### config.mk
export PLATFORM = sky130hd
export DESIGN_NAME = subckt_stim_monitor
export DESIGN_NICKNAME = d
export VERILOG_FILES = /design/src/rtl/subckt_stim_monitor.sv
export SDC_FILE = /design/constraint.sdc
export NUM_CORES = 1
export LEC_CHECK = 0
export BUFFER_PORTS_ARGS = -buffer_cell sky130_fd_sc_hd__buf_2
export CAP_MARGIN = 20
export CORE_MARGIN = 4
export CORE_UTILIZATION = 52
export DETAILED_ROUTE_END_ITERATION = 10
export PLACE_DENSITY = 0.73
export SLEW_MARGIN = 0
export SYNTH_ARGS = -nofsm -noshare
export SYNTH_HDL_FRONTEND = slang
export SYNTH_SLANG_ARGS = --single-unit
### constraint.sdc
create_clock -name clk -period 3 [get_ports clk]
set_input_delay 0.3 -clock clk [delete_from_list [all_inputs] [get_ports clk]]
set_output_delay 0.3 -clock clk [all_outputs]
set_load 0.02 [all_outputs]
### src/rtl/subckt_stim_monitor.sv
// Self-test harness for a 4-in/1-out sub-circuit: drives LFSR vectors, captures the
// response, and reports input/output toggle counts, response one-count and a CRC signature.
module subckt_stim_monitor #(
    parameter int unsigned N_VEC = 256,
    parameter int unsigned CNT_W = 16,
    parameter logic [15:0] SEED  = 16'hACE1
) (
    input  logic             clk,
    input  logic             rst_n,
    input  logic             start,
    output logic [3:0]       stim,
    input  logic             resp,
    output logic             busy,
    output logic             done,
    output logic [CNT_W-1:0] in_toggles,
    output logic [CNT_W-1:0] out_toggles,
    output logic [CNT_W-1:0] ones_count,
    output logic [15:0]      signature
);

    localparam int unsigned VEC_W = 16;
    localparam int unsigned SUM_W = CNT_W + 1;
    localparam logic [VEC_W-1:0] LAST_IDX = VEC_W'(N_VEC - 1);
    localparam logic [CNT_W-1:0] CNT_MAX  = '1;
    localparam logic [15:0]      SIG_POLY = 16'h1021;

    typedef enum logic [1:0] {
        S_IDLE = 2'd0,
        S_RUN  = 2'd1,
        S_DONE = 2'd2
    } state_t;

    state_t r_state;
    state_t w_next_state;
    logic   w_load;
    logic   w_step;
    logic   w_last;

    logic [15:0]      r_lfsr;
    logic [VEC_W-1:0] r_vec_cnt;
    logic [3:0]       r_stim;
    logic [3:0]       r_prev_stim;
    logic             r_prev_resp;
    logic             r_busy;
    logic             r_done;
    logic [CNT_W-1:0] r_in_toggles;
    logic [CNT_W-1:0] r_out_toggles;
    logic [CNT_W-1:0] r_ones_count;
    logic [15:0]      r_signature;

    logic             w_fb;
    logic [15:0]      w_lfsr_next;
    logic [3:0]       w_tog;
    logic [SUM_W-1:0] w_in_sum;
    logic [CNT_W-1:0] w_in_next;
    logic             w_out_inc;
    logic [CNT_W-1:0] w_out_next;
    logic [CNT_W-1:0] w_ones_next;
    logic [15:0]      w_sig_next;

    // State register
    always_ff @(posedge clk or negedge rst_n) begin
        if (!rst_n) begin
            r_state <= S_IDLE;
        end else begin
            r_state <= w_next_state;
        end
    end

    // Next-state and datapath strobes
    always_comb begin
        w_next_state = r_state;
        w_load       = 1'b0;
        w_step       = 1'b0;
        w_last       = 1'b0;
        case (r_state)
            S_IDLE, S_DONE: begin
                if (start) begin
                    w_load       = 1'b1;
                    w_next_state = S_RUN;
                end
            end
            S_RUN: begin
                w_step = 1'b1;
                if (r_vec_cnt == LAST_IDX) begin
                    w_last       = 1'b1;
                    w_next_state = S_DONE;
                end
            end
            default: w_next_state = S_IDLE;
        endcase
    end

    // Per-vector next values; counters saturate, signature wraps freely
    always_comb begin
        w_fb        = r_lfsr[15] ^ r_lfsr[13] ^ r_lfsr[12] ^ r_lfsr[10];
        w_lfsr_next = {r_lfsr[14:0], w_fb};
        w_tog       = r_stim ^ r_prev_stim;
        w_in_sum    = SUM_W'(r_in_toggles) + SUM_W'(w_tog[0]) + SUM_W'(w_tog[1])
                    + SUM_W'(w_tog[2]) + SUM_W'(w_tog[3]);
        w_in_next   = (w_in_sum > SUM_W'(CNT_MAX)) ? CNT_MAX : w_in_sum[CNT_W-1:0];
        w_out_inc   = resp ^ r_prev_resp;
        w_out_next  = (w_out_inc && (r_out_toggles != CNT_MAX))
                    ? r_out_toggles + CNT_W'(1) : r_out_toggles;
        w_ones_next = (resp && (r_ones_count != CNT_MAX))
                    ? r_ones_count + CNT_W'(1) : r_ones_count;
        w_sig_next  = {r_signature[14:0], 1'b0}
                    ^ (r_signature[15] ? SIG_POLY : 16'h0000)
                    ^ {15'b0, resp};
    end

    // Vector generation and result accumulation
    always_ff @(posedge clk or negedge rst_n) begin
        if (!rst_n) begin
            r_lfsr        <= SEED;
            r_vec_cnt     <= '0;
            r_stim        <= 4'h0;
            r_prev_stim   <= 4'h0;
            r_prev_resp   <= 1'b0;
            r_in_toggles  <= '0;
            r_out_toggles <= '0;
            r_ones_count  <= '0;
            r_signature   <= 16'h0000;
        end else if (w_load) begin
            r_lfsr        <= SEED;
            r_vec_cnt     <= '0;
            r_stim        <= SEED[3:0];
            r_prev_stim   <= 4'h0;
            r_prev_resp   <= 1'b0;
            r_in_toggles  <= '0;
            r_out_toggles <= '0;
            r_ones_count  <= '0;
            r_signature   <= 16'h0000;
        end else if (w_step) begin
            r_lfsr        <= w_lfsr_next;
            r_vec_cnt     <= r_vec_cnt + VEC_W'(1);
            r_stim        <= w_last ? 4'h0 : w_lfsr_next[3:0];
            r_prev_stim   <= r_stim;
            r_prev_resp   <= resp;
            r_in_toggles  <= w_in_next;
            r_out_toggles <= w_out_next;
            r_ones_count  <= w_ones_next;
            r_signature   <= w_sig_next;
        end
    end

    // Status flags track the state being entered
    always_ff @(posedge clk or negedge rst_n) begin
        if (!rst_n) begin
            r_busy <= 1'b0;
            r_done <= 1'b0;
        end else begin
            r_busy <= (w_next_state == S_RUN);
            r_done <= (w_next_state == S_DONE);
        end
    end

    assign stim        = r_stim;
    assign busy        = r_busy;
    assign done        = r_done;
    assign in_toggles  = r_in_toggles;
    assign out_toggles = r_out_toggles;
    assign ones_count  = r_ones_count;
    assign signature   = r_signature;

endmodule

After elaboration in Yosys (flattened, before gate mapping)
Index checks and enable logic that the tools add are counted.

Reduce and logical (&&, ||, !) cells: 9. $lt $le $gt $ge: 1. Bitwise logic cells: 7. Eq/ne operators: 7. Add/sub/neg operators: 7. Mux-type cells: 31.

Operator list (number): $mux 16 (15); $add 17x1->17 (3); $add 16x1->16 const B (3); $ne 16x16->1 const B (2); $mux 4 (5); $add 16x1->17 (1); $gt 17x16->1 const B (1); $eq 16x8->1 const B (1); $xor 16x1->16 (1); $xor 16x13->16 (1); $mux 13 (1); $mux 1 (7); $reduce_bool 2->1 (3); $eq 2x1->1 const B (2); $eq 2x2->1 const B (2); $mux 2 (2); $pmux 2 s2 (1); $reduce_and 2->1 (2); $xor 1x1->1 (4); $xor 4x4->4 (1); $logic_and 1x1->1 (2); $logic_not 2->1 (1); $reduce_or 2->1 (1).

Output and inout bits: 70. Logic and storage cells: 74. Flip-flop bits (word level): 109. Bits of input ports: 4.

Depth between registers and ports, before layout
Depth after elaboration: 9. Mapped depth: 10. Gate-level depth less buffers: 9.

Worst setup path after synthesis
Ideal clock, no wire load.

Path kind: register to register. Start: register r_stim[0], in the netlist stim[0]. End: register r_in_toggles[12], in the netlist in_toggles[12]. Clock period less this slack: 2.901 ns. Path buffers: 1. Setup time: 0.136 ns. Arrival time: 2.765 ns. Cell stages (with the launch flop): 11. Slack: 0.099 ns. Required time: 2.864 ns. Cell sequence: dfrtp_1 -> xnor2_1 -> fa_1 -> inv_1 -> fa_1 -> fa_1 -> nand4_1 -> nor4_1 -> clkbuf_1 -> nor4b_1 -> nor3_1.

Longest elaborated chain between the ends: 9.

Ends and longest elaborated chain: start: declaration (RTL line 41) `logic [3:0] r_stim;`; start signal: assignment (RTL line 127) `r_stim <= SEED[3:0];`; start signal: assignment (RTL line 137) `r_stim <= w_last ? 4'h0 : w_lfsr_next[3:0];`; $xor 4x4->4 * (RTL line 98) `w_tog = r_stim ^ r_prev_stim;`; $add 16x1->17 * (RTL line 99) `w_in_sum = SUM_W'(r_in_toggles) + SUM_W'(w_tog[0]) + SUM_W'(w_tog[1])`; $add 17x1->17 * (RTL line 99); $add 17x1->17 * (2 in series) (RTL line 100) `+ SUM_W'(w_tog[2]) + SUM_W'(w_tog[3]);`; $gt 17x16->1 (RTL line 101) `w_in_next = (w_in_sum > SUM_W'(CNT_MAX)) ? CNT_MAX : w_in_sum[CNT_W-1:0];`; $mux 16 * (RTL line 101); $mux 16 * (RTL line 134) `end else if (w_step) begin`; $mux 16 * (RTL line 124) `end else if (w_load) begin`; end signal: assignment (RTL line 140) `r_in_toggles <= w_in_next;`; end: declaration (RTL line 46) `logic [CNT_W-1:0] r_in_toggles;`.

Every way passes the cells marked *; elsewhere a longest branch is shown, timed or not. The select of a mux whose other input is x is not followed. A chain may end at the register's enable or synchronous reset.

Final worst setup path
Start: register r_stim[0], in the netlist stim[0]. End: register r_in_toggles[13], in the netlist in_toggles[13].

The elaborated chain is that of the path after synthesis.

==> summary.txt <==
Status
  – Status: finished clean

Job
  – Maximum Capacitance Violations: 0

Die
  – Die outline height: 110 um
  – Area of the core region: roughly 9900 um2
  – Die Span X: around 110 um
  – Total Die Area: roughly 12000 um2
  – Initial Util: between 50% and 60%
  – Site row count: 36
  – Number of top-level pins: 74

Global route
  – Pin count of the biggest net entering global routing: between 50 and 60
  – Antenna violations before repair: 0
  – Global-route wire length before repair: about 21000 um
  – Overflow after GRT: 0
  – Number of global-route vias before repair: about 4400
  – Total global routing track utilization: between 20% and 30%

STA
  – Max-slew violations: 0
  – Share of the clock period used by the worst path: slightly below 100%
  – Tmin final: between 2000 and 3000 ps
  – FMAX: 343 MHz
  – Clock skew after layout: approximately 11 ps
  – Final setup vio count: 0
  – Smallest setup slack after layout: around 85 ps
  – Unrepaired setup endpoints after global routing: true
  – Slew @ Worst Pin: roughly 900 ps
  – Final hold violations: 0
  – Worst slew margin: between 30% and 40%
  – Summed negative setup slack over all endpoints: 0 ps

Route
  – DR vias: around 4500
  – Antenna viol nets, final: 0
  – Via/cell ratio: between 6 and 7
  – Wire length after detailed routing: 12400 um
  – Residual DRC count: 0
  – Average wire per standard cell: about 17 um
  – First-pass iteration count of the detailed router: 6
  – Initial detailed-routing violation count: ~380

Worst setup path
  – Critical path data arrival time: about 3200 ps
  – Worst r2r dst: in_toggles[13]
  – Critical path required time: roughly 3200 ps
  – Crit path capture: in_toggles[13]
  – Reg-to-Reg Start: stim[0]
  – Register-to-register path setup slack: about 85 ps
  – Launch point of the critical path: stim[0]
  – Type of the worst setup path: reg2reg
  – CP Launch Type: flip-flop
  – Crit path capture type: flip-flop
  – Worst Reg2Reg Path Length in Cells: 10
  – Top fanout value on the critical path: 5

Clock network
  – Total clock sinks: approximately 110
  – Clock tree from TritonCTS: built
  – Clock buffer depth: 2
  – CTS buffer count: 9
  – Clock latency of the later-clocked register in the worst-skew pair: ~370 ps
  – Clock transition at the registers of the reported paths: ~100 ps
  – Library cell used as clock root buffer: clkbuf_8
  – CTS H-tree lvls: 3

Synthesis
  – Top cells by count, synth: dfrtp_1 (101), nand2_1 (47), nand3_1 (34)
  – Average size of a mapped cell: ~10 um2
  – Sequential-to-total area share from yosys stat: between 50% and 60%
  – Mapped Cells: approximately 520
  – Library cell occupying the most area in the post-synthesis netlist: dfrtp_1
  – Most frequently used cell type in the post-synthesis netlist: dfrtp_1
  – Share of async-settable or async-resettable flops after synthesis: 100%
  – Mapped Nets: between 500 and 600
  – YS warnings: 0
  – Leading register cell type out of synthesis: dfrtp_1
  – Count of different cell masters after synthesis: 57
  – Portion of synthesized cell area occupied by the leading cell type: around 47%
  – Synth Register Bits: 109
  – Post-synth EDFFs: 0
  – Synth Cell Area: roughly 5400 um2
  – Dominant cells by area after synthesis: dfrtp_1 (47%), a22o_1 (4.2%), dfstp_2 (3.9%)

Placement
  – Pre-CTS worst setup slack: -386 ps
  – Port Buffers: 73
  – Cell area reported after detailed placement: between 5000 and 6000 um2
  – GP Congestion: 0.827
  – Final HPWL from detailed placement: between 8000 and 9000 um

Pwr
  – Pwr per Cell Area: just over 900 nW/um2
  – P_leak: approximately 2.7 nW
  – Max IR drop VDD: about 0.46 mV

Final layout
  – Post-Layout Inst Area: roughly 6100 um2
  – Antenna diodes: 0
  – Fin nets: approximately 600
  – Final core area utilization: 61.8%
  – Ratio of cells with drive above 1 in the final layout: 21.2%
  – Area growth syn-to-layout: 14.2%

Hold path
  – Worst Min Path Start: start
  – Worst hold path class: in2reg
==> worst min-delay path by stage <==
stage | to | slack (ps) | cells past startpoint
floorplan | busy | 4 | 0
global placement | in_toggles[5] | 380 | 1
detailed placement | in_toggles[4] | 390 | 1
CTS | r_state[1] | 270 | 3
global route | r_state[1] | 310 | 3
finish | r_state[1] | 280 | 3
==> report_power, final <==
group	switching [mW]	total, mW	leakage [nW]	internal [mW]
registers	0.446	2.40	1.39	1.96
logic	1.27	2.24	1.22	0.970
clock network	0.500	0.932	0.102	0.432
total	2.21	5.57	2.72	3.36
==> layer usage <==
metal	up-vias	track usage [%]	share of wire, %
met5	-	0	0
met4	0	8.90	2.0
met3	19	3.11	4.3
met2	117	34.7	47
met1	2275	31.5	46
li1	2121	-	-
==> worst max-delay path, cell delays in order, from the launching register on <==
cell and delay (ps):
dfrtp_1 410, xnor2_1 150, fa_1 510, inv_1 60
fa_1 460, fa_2 400, nand4_1 160, nor4_4 80
buf_4 170, nor4bb_2 310, nor3_1 70
==> flip-flops by register name (all words and copies together) (netlist names) <==
signal,count
busy,1
r_prev_stim,4
r_prev_resp,1
r_vec_cnt,16
out_toggles,16
ones_count,16
in_toggles,16
r_lfsr,16
r_state,2
done,1
stim,4
signature,16
==> cells by family (layout without fill, tap and decap cells) <==
family	after synthesis	count (layout)	share of synthesized area (%)
XOR/XNOR	19	19	3.10
flip-flops	109	109	51.0
adder cells (fa/ha/maj)	7	7	2.05
buffers and inverters	48	120	3.85
AND/OR/NAND/NOR	202	202	21.1
multiplexers	10	10	1.87
AO/OA/AOI/OAI	128	128	17.1
==> what timing repair did <==
action,4_1_cts,5_1_grt
gates resized for setup,2,3
buffers inserted,0,2
pin swaps,0,1
setup endpoints to repair,11,2
endpoints found under the hold margin,49,0
hold buffers,1,0
==> layout make-up <==
cell class                      instances  area (um2)
Fill cell                             842        3780
Multi-Input combinational cell        366        2460
Tap cell                              133         166
Inverter                               15        56.3
Timing Repair Buffer                   89         490
Sequential cell                       109        2740
Clock buffer                           11         151
Clock inverter                          5        58.8
==> stage by stage <==
step           hold slack, ps  total power [mW]  cells
3_5_place_dp              392              4.64    709
3_3_place_gp              380              4.52    709
4_1_cts                   272              5.58    726
2_1_floorplan            4.41              3.90    523
6_report                  276              5.57    728
5_1_grt                   313              5.98    728
==> placed cells by master (no fill, tap or decap), drive strengths merged, types with 13 or more instances in the layout <==
cell / instances
xnor2: 13
o21ai: 15
nand4: 22
nor2: 15
inv: 15
nand2: 47
a22o: 26
nand3: 34
dfrtp: 101
a21oi: 28
nor4: 13
nor3: 18
buf: 88
Power figures use the tool's default switching activity.
